### config.mk
export PLATFORM = sky130hd
export DESIGN_NAME = camera_frame_sequencer
export DESIGN_NICKNAME = d
export VERILOG_FILES = /design/src/rtl/camera_link_pkg.sv /design/src/rtl/byte_gap_timer.sv /design/src/rtl/camera_frame_sequencer.sv
export SDC_FILE = /design/constraint.sdc
export NUM_CORES = 1
export LEC_CHECK = 0
export BUFFER_PORTS_ARGS = -buffer_cell sky130_fd_sc_hd__buf_2
export CAP_MARGIN = 10
export CORE_AREA = 2 2 145 161
export CTS_CLUSTER_SIZE = 14
export DETAILED_ROUTE_END_ITERATION = 10
export DIE_AREA = 0 0 147 163
export SETUP_SLACK_MARGIN = 0.1
export SYNTH_ARGS = -nofsm -noshare
export SYNTH_HDL_FRONTEND = slang
export SYNTH_SLANG_ARGS = --single-unit
### constraint.sdc
create_clock -name clk_65mhz -period 3.1 [get_ports clk_65mhz]
set_clock_uncertainty 0.05 [all_clocks]
set_input_delay 0.155 -clock clk_65mhz [delete_from_list [all_inputs] [get_ports clk_65mhz]]
set_output_delay 0.155 -clock clk_65mhz [all_outputs]
set_load 0.02 [all_outputs]
### src/rtl/camera_link_pkg.sv
// Shared constants and types for the camera-2 UART frame link.
// Holds sync/payload sizing, sequencer states, coordinate type and checksum helper.
package camera_link_pkg;

  localparam logic [7:0] SYNC_BYTE   = 8'hFF;
  localparam int         SYNC_LEN    = 3;
  localparam int         PAYLOAD_LEN = 6;

  typedef enum logic [1:0] {
    HUNT,
    PAYLOAD,
    CHECK,
    COMMIT
  } seq_state_t;

  typedef logic [11:0] coord_t;

  typedef logic [PAYLOAD_LEN-1:0][7:0] payload_t;

  function automatic logic [7:0] payload_xor(input payload_t p);
    logic [7:0] x;
    x = '0;
    for (int i = 0; i < PAYLOAD_LEN; i++) begin
      x = x ^ p[i];
    end
    return x;
  endfunction

endpackage

### src/rtl/byte_gap_timer.sv
// Loadable down-counter: reloads on clr_i or while disabled, saturates at zero.
// Ports: clk_i, rst_ni, en_i, clr_i in; expire_o is a 1-cycle strobe on reaching CYCLES.
module byte_gap_timer #(
  parameter int unsigned CYCLES = 65_000
) (
  input  logic clk_i,
  input  logic rst_ni,
  input  logic en_i,
  input  logic clr_i,
  output logic expire_o
);

  localparam int unsigned W = $clog2(CYCLES + 1);
  localparam logic [W-1:0] LOAD = W'(CYCLES);

  logic [W-1:0] cnt_q, cnt_d;

  always_comb begin
    cnt_d = cnt_q;
    if (clr_i || !en_i) begin
      cnt_d = LOAD;
    end else if (cnt_q != '0) begin
      cnt_d = cnt_q - W'(1);
    end
  end

  // A clear on the same cycle suppresses the strobe.
  assign expire_o = en_i && !clr_i && (cnt_q == W'(1));

  always_ff @(posedge clk_i or negedge rst_ni) begin
    if (!rst_ni) begin
      cnt_q <= '0;
    end else begin
      cnt_q <= cnt_d;
    end
  end

endmodule

### src/rtl/camera_frame_sequencer.sv
// Turns the camera-2 UART byte stream into atomically committed hand coordinates.
// Ports: clk_65mhz, sys_rst_n, byte_valid, byte_data in; top/bot x/y, frame_valid,
// stale, frame_cnt, err_cnt out. Macro CAMERA_FRAME_CHECKSUM_EN adds the B6 XOR check.
module camera_frame_sequencer
  import camera_link_pkg::*;
#(
  parameter int unsigned TIMEOUT_CYCLES = 65_000,
  parameter int unsigned STALE_CYCLES   = 6_500_000,
  parameter int unsigned CNT_W          = 16
) (
  input  logic             clk_65mhz,
  input  logic             sys_rst_n,
  input  logic             byte_valid,
  input  logic [7:0]       byte_data,
  output coord_t           top_x,
  output coord_t           top_y,
  output coord_t           bot_x,
  output coord_t           bot_y,
  output logic             frame_valid,
  output logic             stale,
  output logic [CNT_W-1:0] frame_cnt,
  output logic [CNT_W-1:0] err_cnt
);

  localparam logic [1:0] SYNC_LAST = 2'(SYNC_LEN - 1);
  localparam logic [2:0] IDX_LAST  = 3'(PAYLOAD_LEN - 1);

  seq_state_t       state_q, state_d;
  logic [1:0]       sync_q, sync_d;
  logic [2:0]       idx_q, idx_d;
  payload_t         pay_q, pay_d;
  coord_t           top_x_q, top_x_d;
  coord_t           top_y_q, top_y_d;
  coord_t           bot_x_q, bot_x_d;
  coord_t           bot_y_q, bot_y_d;
  logic             fv_q, fv_d;
  logic             stale_q, stale_d;
  logic [CNT_W-1:0] fcnt_q, fcnt_d;
  logic [CNT_W-1:0] ecnt_q, ecnt_d;
  logic             abort;
  logic             gap_en, gap_exp;
  logic             commit, stale_exp;

  assign gap_en = (state_q == PAYLOAD) || (state_q == CHECK);
  assign commit = (state_q == COMMIT);

  byte_gap_timer #(
    .CYCLES(TIMEOUT_CYCLES)
  ) u_gap (
    .clk_i   (clk_65mhz),
    .rst_ni  (sys_rst_n),
    .en_i    (gap_en),
    .clr_i   (byte_valid),
    .expire_o(gap_exp)
  );

  byte_gap_timer #(
    .CYCLES(STALE_CYCLES)
  ) u_stale (
    .clk_i   (clk_65mhz),
    .rst_ni  (sys_rst_n),
    .en_i    (1'b1),
    .clr_i   (commit),
    .expire_o(stale_exp)
  );

  always_comb begin
    state_d = state_q;
    sync_d  = sync_q;
    idx_d   = idx_q;
    pay_d   = pay_q;
    top_x_d = top_x_q;
    top_y_d = top_y_q;
    bot_x_d = bot_x_q;
    bot_y_d = bot_y_q;
    fv_d    = 1'b0;
    stale_d = stale_q;
    fcnt_d  = fcnt_q;
    ecnt_d  = ecnt_q;
    abort   = 1'b0;

    if (stale_exp) stale_d = 1'b1;

    unique case (state_q)
      // COMMIT also runs the hunt logic so a byte
      // arriving in that cycle is not lost.
      HUNT, COMMIT: begin
        if (commit) begin
          top_x_d = {pay_q[0], pay_q[1][7:4]};
          top_y_d = {pay_q[1][3:0], pay_q[2]};
          bot_x_d = {pay_q[3], pay_q[4][7:4]};
          bot_y_d = {pay_q[4][3:0], pay_q[5]};
          fv_d    = 1'b1;
          stale_d = 1'b0;
          state_d = HUNT;
          if (~&fcnt_q) fcnt_d = fcnt_q + CNT_W'(1);
        end
        if (byte_valid) begin
          if (byte_data == SYNC_BYTE) begin
            if (sync_q == SYNC_LAST) begin
              state_d = PAYLOAD;
              sync_d  = '0;
              idx_d   = '0;
            end else begin
              sync_d = sync_q + 2'd1;
            end
          end else begin
            sync_d = '0;
          end
        end
      end
      PAYLOAD: begin
        if (byte_valid) begin
          pay_d[idx_q] = byte_data;
          idx_d = idx_q + 3'd1;
          if (idx_q == IDX_LAST) begin
`ifdef CAMERA_FRAME_CHECKSUM_EN
            state_d = CHECK;
`else
            state_d = COMMIT;
`endif
          end
        end else if (gap_exp) begin
          abort = 1'b1;
        end
      end
      CHECK: begin
`ifdef CAMERA_FRAME_CHECKSUM_EN
        if (byte_valid) begin
          if (byte_data == payload_xor(pay_q)) begin
            state_d = COMMIT;
          end else begin
            abort = 1'b1;
          end
        end else if (gap_exp) begin
          abort = 1'b1;
        end
`else
        state_d = HUNT;
`endif
      end
      default: state_d = HUNT;
    endcase

    if (abort) begin
      state_d = HUNT;
      sync_d  = '0;
      if (~&ecnt_q) ecnt_d = ecnt_q + CNT_W'(1);
    end
  end

  always_ff @(posedge clk_65mhz or negedge sys_rst_n) begin
    if (!sys_rst_n) begin
      state_q <= HUNT;
      sync_q  <= '0;
      idx_q   <= '0;
      pay_q   <= '0;
      top_x_q <= '0;
      top_y_q <= '0;
      bot_x_q <= '0;
      bot_y_q <= '0;
      fv_q    <= 1'b0;
      stale_q <= 1'b1;
      fcnt_q  <= '0;
      ecnt_q  <= '0;
    end else begin
      state_q <= state_d;
      sync_q  <= sync_d;
      idx_q   <= idx_d;
      pay_q   <= pay_d;
      top_x_q <= top_x_d;
      top_y_q <= top_y_d;
      bot_x_q <= bot_x_d;
      bot_y_q <= bot_y_d;
      fv_q    <= fv_d;
      stale_q <= stale_d;
      fcnt_q  <= fcnt_d;
      ecnt_q  <= ecnt_d;
    end
  end

  assign top_x       = top_x_q;
  assign top_y       = top_y_q;
  assign bot_x       = bot_x_q;
  assign bot_y       = bot_y_q;
  assign frame_valid = fv_q;
  assign stale       = stale_q;
  assign frame_cnt   = fcnt_q;
  assign err_cnt     = ecnt_q;

endmodule

==> results of run 1 <==
[cells by family (layout without fill, tap and decap cells)]
logic type                 count (synthesis)  in the layout  synth area share (%)
AOI/OAI and AO/OA                         53             53                  4.63
xor gates and xnor gates                  51             51                  5.82
adders and majority gates                 12             12                  1.96
buffers and inverters                     28            143                  1.52
DFF                                      176            176                  57.4
muxes                                    100            100                  14.7
and+or+nand+nor                          205            205                  14.0
[per-layer routing]
metal,vias up,part of all wire (%),wire (um)
met2,84,46,7310
met3,16,5.2,823
met1,2554,47,7440
li1,2450,-,-
met4,0,1.3,199
met5,-,0,0
[layout make-up]
type,count,area (sq um),share of cell area [%]
Sequential cell,176,4410,48.3
Multi-Input combinational cell,421,3150,34.5
Timing Repair Buffer,103,564,6.19
Clock buffer,18,439,4.82
Tap cell,300,375,4.12
Clock inverter,14,153,1.67
Inverter,8,30.0,0.329
[power groups by stage]
stage               combinational (uW)  sequential (uW)  clock [uW]
floorplan                         1.99             2340           0
global placement                  78.0             2340           0
detailed placement                78.3             2340           0
CTS                               79.4             2290        2200
global route                      88.1             2290        2290
finish                            74.7             2290        2140
[stage by stage]
| step | area [sq um] | power, uW | hold WS, ns |
|---|---|---|---|
| 2_1_floorplan | 7670 | 2340 | -0.191 |
| 3_3_place_gp | 8510 | 2420 | 0.153 |
| 3_5_place_dp | 8510 | 2420 | 0.155 |
| 4_1_cts | 9120 | 4570 | 0.0435 |
| 5_1_grt | 9120 | 4670 | 0.0588 |
| 6_report | 9120 | 4510 | 0.0528 |
[worst max-delay path by stage]
stage	cells after the start	from	endpoint	slack, ns
floorplan	7	u_stale.cnt_q[0]	u_stale.cnt_q[19]	0.92
global placement	5	state_q[0]	err_cnt[1]	0.78
detailed placement	6	state_q[1]	err_cnt[1]	0.74
CTS	6	state_q[1]	err_cnt[1]	0.72
global route	5	u_gap.cnt_q[9]	err_cnt[4]	0.49
finish	6	u_stale.cnt_q[0]	u_stale.cnt_q[9]	0.71
[registers in the layout, indices dropped and copies added (netlist names), 16 cells and up]
name	count
err_cnt	16
frame_cnt	16
pay_q	48
u_gap.cnt_q	16
u_stale.cnt_q	23
[critical path, stage by stage, from the launching register on]
cell and delay (ns):
dfrtp_1 0.39, inv_1 0.08, ha_1 0.25, and3_1 0.27, a311oi_1 0.68, or3b_2 0.50
nand3_1 0.10
[layout by cell type (no fill, tap or decap), types with 4 or more instances in the layout]
master	instances
a21oi_1	13
a31oi_1	4
and3_1	7
and4_1	5
buf_2	91
buf_4	9
clkbuf_16	17
dfrtp_1	175
ha_1	11
inv_1	8
inv_6	4
mux2_2	98
nand2_1	43
nand2b_1	5
nand3_1	27
nand4_1	17
nor2_1	48
nor3_1	15
nor4_1	7
o21ai_0	12
or3_1	5
xnor2_1	26
xor2_1	25
==> out/qor.csv, run 1 <==
metric,value,unit
num_io_pins,93,
design.core.area,22500,sq um
synth_ff_type,dfrtp_1,
area_delta_synth_final,18.9,%
max-vdd-ir-drop,0.000399,V
cts_tree,built,
clock.fmax,419,MHz
fillCellCount,2187,
synth_edf_count,0,
synth_sequential_area_ratio,57.4,%
rsz_0062_raised_after_global_routing,no,
r2r_cells,6,
synth.net_count,648,
antenna_cells_inserted,0,
detailroute.via_count,5104,
post-synth-top-area-cell,dfrtp_1,
sw_frac_of_total,23.2,%
timing.final.hold_violations,0,
layout.core_utilization,40.5,%
hp-class,in -> reg,
detail_route.drc_violations,0,
worst_slew_pin_slew,0.731,ns
fp.dieArea,24000,sq um
first_global_vias,5145,
setup_total_neg_slack,0,ns
synth_most_common_cell,dfrtp_1,
report.final.setup_viol,0,
timing.max_cap.violations,0,
r2r_setup_slack,0.71,ns
status,"finished, final reports clean",
cts_made_buffers,17,
average_routed_wire_per_standard_cell,15.2,um
drt_first_pass_iters,4,
clkSlewWorstSetupHoldPaths,0.07,ns
net-switching-power,1050,uW
buffer_ports.inserted,92,
worstSetupStartpointType,register,
power.density,495,nW/um^2
regToRegEndpoint,u_stale.cnt_q[9],
synth.cell_area,7670,sq um
cts_max_level,4,
p_leak,0.00456,uW
place_inst,1007,
count_of_buffers_added_by_post_cts_timing_repair_for_setup,0,
grt_start_max_net_pins,69,
place.gp.congestion,0.815,
drt-initial-drc-count,205,
async_reset_ff_share,100,%
crit_path_max_fanout,10,
ys_top_cells_by_count,"dfrtp_1 (175), mux2_2 (98), nor2_1 (48), nand2_1 (43), nand3_1 (27)",
drive_gt1_share,33.6,%
fp.dieH,163,um
setup.worst_path.end_class,register,
global_route.peak_usage_layer,met2,
antenna_violations_before_repair,0,
post_layout_nonfiller_instances,1040,
power_frac_comb,1.7,%
ys_ff_latch,176,
worstSkewPairLatency,0.44,ns
groute.usage.overall,13.9,%
initial_core_util,34.1,%
place_hpwl,10700,um
synth.lib_cells_used.distinct,60,
timing.final.crit_share,77.0,%
pre_cts_slack,0.741,ns
synth_largest_type_area_fraction,57.1,%
groute.layer.met3.usage,4.06,%
timing.final.ws_setup,0.713,ns
ant_nets,0,
holdPathStages,2,
cp.arrival,2.69,ns
crit-reg2reg-launch,u_stale.cnt_q[0],
hold_end,pay_q[7],
post_synth.cell_area_avg,12.3,sq um
netlist_top_cells_area,"dfrtp_1 (57%), mux2_2 (14%), xnor2_1 (3.0%)",
worst_slew_margin_rel,50.9,%
maxSlewViolCount,0,
use_met2,22.4,%
syn_inst,625,
timing.hold.worst.start,byte_data[7],
cts_max_path_buffers,2,
die_w,147,um
internal-power,3460,uW
routed_wirelength,15800,um
global_route.usage.met1,18.1,%
timing_worst_setup_path_type,reg -> reg,
numnets_final,750,
ctsHoldBuffers,1,
drt-vias-per-instance,4.91,
clockPowerShare,47.5,%
yosys_warnings,0,
numClockSinks,176,
first_pass_grt_wire_length,26700,um
seqPwrFrac,50.9,%
total_gr_overflow,0,
min_period,2.39,ns
ctsRootBufferMaster,clkbuf_16,
post_cts.resized_instances,0,
critPathRequiredTime,3.41,ns
placement_rows,58,
No activity file was read; power rests on OpenSTA's default activity.
==> run 2: changes to the inputs <==
- clock period: 3.1 -> 2.1 ns (I/O delays scaled with it)
==> run 2 against run 1 <==
Compared with the run above: first-iteration DRC count is 17% higher; final area up 6.3%; critical path depth unchanged; sequential cell count unchanged; sequential share of layout area is 2.8 points lower; non-clock buffer count up 46; critical endpoint is now u_stale.cnt_q[19]; largest power group unchanged.
==> out/qor.csv, run 2 (same netlist as run 1, synthesis figures left out) <==
metric,value,unit,change
status,"finished, final reports clean",,
layout.core_utilization,43.1,%,+2.5 points
buffer_and_inverter_count_on_the_worst_path,1,,unchanged
placement_rows,58,,unchanged
timing.final.crit_share,95.7,%,+19 points
place_inst,1047,,+4.0%
clock.fmax,498,MHz,+19%
multiInputGateArea,3340,sq um,+5.9%
place_hpwl,11100,um,+4.4%
crit_path_max_fanout,5,,-5
hp-class,in -> reg,,
critPathRequiredTime,2.41,ns,-1.00 ns
drt-initial-drc-count,240,,+17%
holdPathStages,2,,unchanged
maxSlewViolCount,0,,unchanged
largest_reg_flops,48,,unchanged
drt_first_pass_iters,5,,+1
worst-path-stages,6,,unchanged
top_register,pay_q,,
worst_slew_margin_rel,64.5,%,+14 points
first_pass_grt_wire_length,27400,um,+2.9%
setup.worst_path.end_class,register,,
power.density,687,nW/um^2,+39%
drive_gt1_share,42.1,%,+8.5 points
initial_core_util,34.1,%,unchanged
cts_tree,built,,
first_global_vias,5361,,+4.2%
cp.arrival,2.32,ns,-0.37 ns
buffer_ports.inserted,92,,unchanged
most-common-layout-cells,"dfrtp_1 (170), mux2_2 (98), buf_2 (91)",,
grt_start_max_net_pins,66,,-4.3%
num_io_pins,93,,unchanged
drt-vias-per-instance,4.88,,-0.58%
min_period,2.01,ns,-0.377 ns
routed_wirelength,16500,um,+4.6%
cp_cell_sequence,buf_6 -> nor2_2 -> and3_4 -> a2111o_1 -> or4b_4 -> a21oi_2,,
critPathMaxStageDelay,0.53,ns,-0.15 ns
final_common_cell,dfrtp_1,,
worst_slew_pin_slew,0.532,ns,-0.199 ns
detailroute.via_count,5299,,+3.8%
worstSetupStartpointType,register,,
report.final.setup_viol,0,,unchanged
hold_ws,0.0126,ns,-0.0402 ns
critical-path-top-delay-family,simple AND/OR/NAND/NOR gates,,
antenna_violations_before_repair,0,,unchanged
cts_max_path_buffers,2,,unchanged
cts_made_buffers,17,,unchanged
p_leak,0.00483,uW,+6.0%
area_delta_synth_final,26.3,%,
post_layout_nonfiller_instances,1086,,+4.4%
fillCellCount,2137,,-2.3%
design.core.area,22500,sq um,unchanged
r2r_cells,6,,unchanged
reg.largest.list,"pay_q: 48 flops, u_stale.cnt_q: 23 flops",,
antenna_cells_inserted,0,,unchanged
cts_max_level,4,,unchanged
average_routed_wire_per_standard_cell,15.2,um,+0.15%
die_w,147,um,unchanged
place.gp.congestion,0.804,,-1.3%
ctsRootBufferMaster,clkbuf_16,,
numnets_final,796,,+6.1%
timing.final.hold_violations,0,,unchanged
groute.usage.overall,14.3,%,+0.46 points
ant_nets,0,,unchanged
max-vdd-ir-drop,0.000528,V,+32%
ff_latch_area,4410,sq um,+0.14%
worstSkewPairLatency,0.43,ns,about the same
slowest_cell_on_the_critical_path,or4b_4,,
clkSlewWorstSetupHoldPaths,0.08,ns,about the same
detail_route.drc_violations,0,,unchanged
finished_cell_area,9690,sq um,+6.3%
fp.dieH,163,um,unchanged
setup_total_neg_slack,0,ns,unchanged
timing.max_cap.violations,0,,unchanged
timing_worst_setup_path_type,reg -> reg,,
placed_cell_area,8860,sq um,+4.0%
numClockSinks,176,,unchanged
total_gr_overflow,0,,unchanged
fp.dieArea,24000,sq um,unchanged
rsz_0062_raised_after_global_routing,yes,,
run 2: cell count changes in the layout (fill, tap and decap cells not counted), moves of 4 or more:
cell	delta
buf_4	+41
nor3_1	-7
inv_8	+6
nor3_2	+6
dfrtp_1	-5
dfrtp_2	+5
inv_1	-4
inv_2	+4
run 2: per-layer routing:
metal | track usage, % | part of all wire (%) | routed length, um
met1 | 18.5 | 46 | 7600
met2 | 23.7 | 48 | 7930
met3 | 4.01 | 5.0 | 819
met4 | 4.33 | 0.90 | 149
met5 | 0 | 0 | 0
run 2: power by group:
part	internal [uW]	switching [uW]
clock	1610	1540
sequential	3390	0.0597
combinational	23.5	96.4
run 2: stage by stage:
stage / power, uW / setup slack (ns)
2_1_floorplan: 3460 / -0.0356
3_3_place_gp: 3580 / 0.0563
3_5_place_dp: 3580 / 0.0178
4_1_cts: 6770 / 0.0598
5_1_grt: 6910 / 0.00535
6_report: 6650 / 0.0903
run 2: area by class of cell:
cell class | count | share of cell area (%)
multi-input cells | 421 | 34.4
inverters | 8 | 0.310
clock buffers | 17 | 4.39
clock inverters | 15 | 1.68
repair buffers | 149 | 9.76
well taps | 300 | 3.87
flip-flops and latches | 176 | 45.5
run 2: repair_timing:
action	in CTS	in global routing
setup buffers	4	2
endpoints found under the setup margin	12	39
hold buffers	1	0
pin swaps	3	5
cloned	0	0
gates resized for setup	8	40
hold endpoints to repair	50	0
run 2: final timing paths:
check                                      start           endpoint  slack, ns
worst max-delay path            u_stale.cnt_q[2]  u_stale.cnt_q[19]       0.09
worst min-delay path                byte_data[3]          pay_q[19]       0.01
worst max register to register  u_stale.cnt_q[2]  u_stale.cnt_q[19]       0.09
worst min register to register      frame_cnt[6]       frame_cnt[6]       0.45
max in group asynchronous              sys_rst_n              stale       1.13
min in group asynchronous              sys_rst_n          pay_q[37]       0.15
run 2: worst register-to-register path, stage by stage, from the launching register on:
cell      delay [ns]
dfrtp_1         0.43
buf_6           0.13
nor2_2          0.04
and3_4          0.20
a2111o_1        0.46
or4b_4          0.53
a21oi_2         0.12
==> run 3: changes to the inputs <==
- BUFFER_PORTS_ARGS: -buffer_cell sky130_fd_sc_hd__buf_2 -> not set
- DONT_BUFFER_PORTS: not set -> 1
==> run 3 against run 2 <==
Compared with the run above: the run now ends with hold timing left; sequential power about the same; critical path depth fell by 1; worst hold slack worse by 0.71 ns; routed wire length grew 6.4%; die area did not move; sequential cell count is the same; core utilization shrank 1.2 points; final area down 2.7%; worst setup slack got worse by 0.074 ns; register-to-register slack got worse by 0.07 ns; power fell by 0.74%; final cell count fell by 6.4%; critical path type unchanged; critical endpoint unchanged; largest power group unchanged; highest routed layer unchanged.
==> out/qor.csv, run 3 (same netlist as run 1, synthesis figures left out) <==
metric,value,unit,change
drt_first_pass_iters,4,,-1
first_global_vias,5492,,+2.4%
timing.final.crit_share,99.2,%,+3.5 points
setup.worst_path.end_class,register,,
ctsHoldBuffers,9,,+8
average_routed_wire_per_standard_cell,17.3,um,+14%
cp_cell_sequence,nor4_4 -> nand2_1 -> a2111o_1 -> or4b_4 -> a21oi_2,,
critical-path-top-delay-family,simple AND/OR/NAND/NOR gates,,
fp.dieArea,24000,sq um,unchanged
detailroute.via_count,5179,,-2.3%
initial_core_util,34.1,%,unchanged
worstSetupStartpointType,register,,
failed_checks,hold timing,,
cts_max_path_buffers,2,,unchanged
cp.arrival,2.40,ns,+0.08 ns
numnets_final,727,,-8.7%
layout.core_utilization,41.9,%,-1.2 points
drive_gt1_share,34.9,%,-7.2 points
antenna_cells_inserted,0,,unchanged
fin_total_pwr,6600,uW,-0.74%
total_gr_overflow,0,,unchanged
routed_wirelength,17600,um,+6.4%
grt_start_max_net_pins,177,,+170%
worst_slew_pin_slew,0.478,ns,-0.0541 ns
drt-vias-per-instance,5.09,,+4.4%
rsz_0062_raised_after_global_routing,yes,,
most-common-layout-cells,"dfrtp_1 (173), mux2_2 (98), buf_4 (69)",,
report.final.setup_viol,0,,unchanged
largest_reg_flops,48,,unchanged
r2r_setup_slack,0.02,ns,-0.07 ns
clkSlewWorstSetupHoldPaths,0.08,ns,about the same
groute.usage.overall,15.0,%,+0.68 points
buffer_and_inverter_count_on_the_worst_path,0,,-1
area_delta_synth_final,22.9,%,
hold_ws,-0.696,ns,-0.708 ns
hp-class,in -> async,,
first_pass_grt_wire_length,28600,um,+4.1%
worstSkewPairLatency,0.43,ns,about the same
critPathRequiredTime,2.42,ns,about the same
timing.max_cap.violations,0,,unchanged
cts_tree,built,,
critPathMaxStageDelay,0.53,ns,about the same
top_register,pay_q,,
cts_made_buffers,17,,unchanged
numClockSinks,176,,unchanged
buffer_ports.inserted,0,,-100%
detail_route.drc_violations,0,,unchanged
num_io_pins,93,,unchanged
cts_max_level,4,,unchanged
timing_worst_setup_path_type,reg -> reg,,
power.density,701,nW/um^2,+2.0%
place.gp.congestion,0.821,,+2.0%
die_w,147,um,unchanged
timing.final.hold_violations,176,,+176
place_hpwl,11700,um,+4.7%
placement_rows,58,,unchanged
design.core.area,22500,sq um,unchanged
crit_path_max_fanout,4,,-1
final_common_cell,dfrtp_1,,
slowest_cell_on_the_critical_path,or4b_4,,
worst_slew_margin_rel,67.3,%,+2.8 points
max-vdd-ir-drop,0.000550,V,+4.2%
fp.dieH,163,um,unchanged
status,"finished, violations left",,
p_leak,0.00447,uW,-7.6%
clock.fmax,480,MHz,-3.5%
ctsRootBufferMaster,clkbuf_16,,
min_period,2.08,ns,+0.0736 ns
maxSlewViolCount,0,,unchanged
antenna_violations_before_repair,0,,unchanged
drt-initial-drc-count,290,,+21%
ant_nets,0,,unchanged
setup_total_neg_slack,0,ns,unchanged
reg.largest.list,"pay_q: 48 flops, u_stale.cnt_q: 23 flops",,
-- run 3: cell count changes in the layout (fill, tap and decap cells not counted), sizes merged --
| cell | previous run | this run |
|---|---|---|
| inv | 19 | 16 |
| buf | 148 | 71 |
| dlygate4sd3 | 1 | 9 |
| clkinv | 3 | 7 |
| clkinvlp | 1 | 0 |
-- run 3: worst paths after layout --
path / start / to / depth (start not counted)
max: u_stale.cnt_q[2] / u_stale.cnt_q[19] / 5
min in group clk_65mhz: byte_data[6] / state_q[0] / 3
max in group asynchronous: sys_rst_n / stale / 0
min reg2reg: pay_q[11] / top_y[11] / 1
min: sys_rst_n / top_y[6] / 0
max reg2reg: u_stale.cnt_q[2] / u_stale.cnt_q[19] / 5
-- run 3: per-layer routing --
layer  up-vias  GRT usage (%)  part of all wire, %
li1       2382              -                    -
met1      2648           17.0                   40
met2       129           26.2                   50
met3        20           5.60                  7.3
met4         0           4.98                  1.8
met5         -              0                    0
-- run 3: timing repair --
| item | in CTS | in global routing |
|---|---|---|
| gates resized for setup | 19 | 25 |
| setup endpoints to repair | 22 | 50 |
| pin swaps | 2 | 6 |
| buffers inserted | 1 | 4 |
| endpoints found under the hold margin | 244 | 176 |
-- run 3: stage by stage --
stage,cells,area (sq um),worst slack [ns]
3_3_place_gp,971,8490,0.0494
4_1_cts,1013,9270,0.00534
2_1_floorplan,625,7690,-0.0356
3_5_place_dp,971,8490,-0.0134
5_1_grt,1017,9420,-0.0644
6_report,1017,9420,0.0167
-- run 3: cell type report --
class                   count  area (sq um)
clock buffers              17           425
clock inverters            15           186
fillers                  2130         13100
inverters                   8          30.0
multi-input cells         421          3360
flip-flops and latches    176          4410
well taps                 300           375
repair buffers             80           639
-- run 3: worst register-to-register path, stage by stage, from the launching register on --
cell and delay (ns):
dfrtp_2 0.45, nor4_4 0.31, nand2_1 0.11, a2111o_1 0.44
or4b_4 0.53, a21oi_2 0.13
-- run 3: power by group --
group / internal (uW) / total, uW / switching, uW
Combinational: 13.4 / 40.5 / 27.1
Clock: 1620 / 3170 / 1550
Sequential: 3390 / 3390 / 0.0735
Total: 5020 / 6600 / 1580
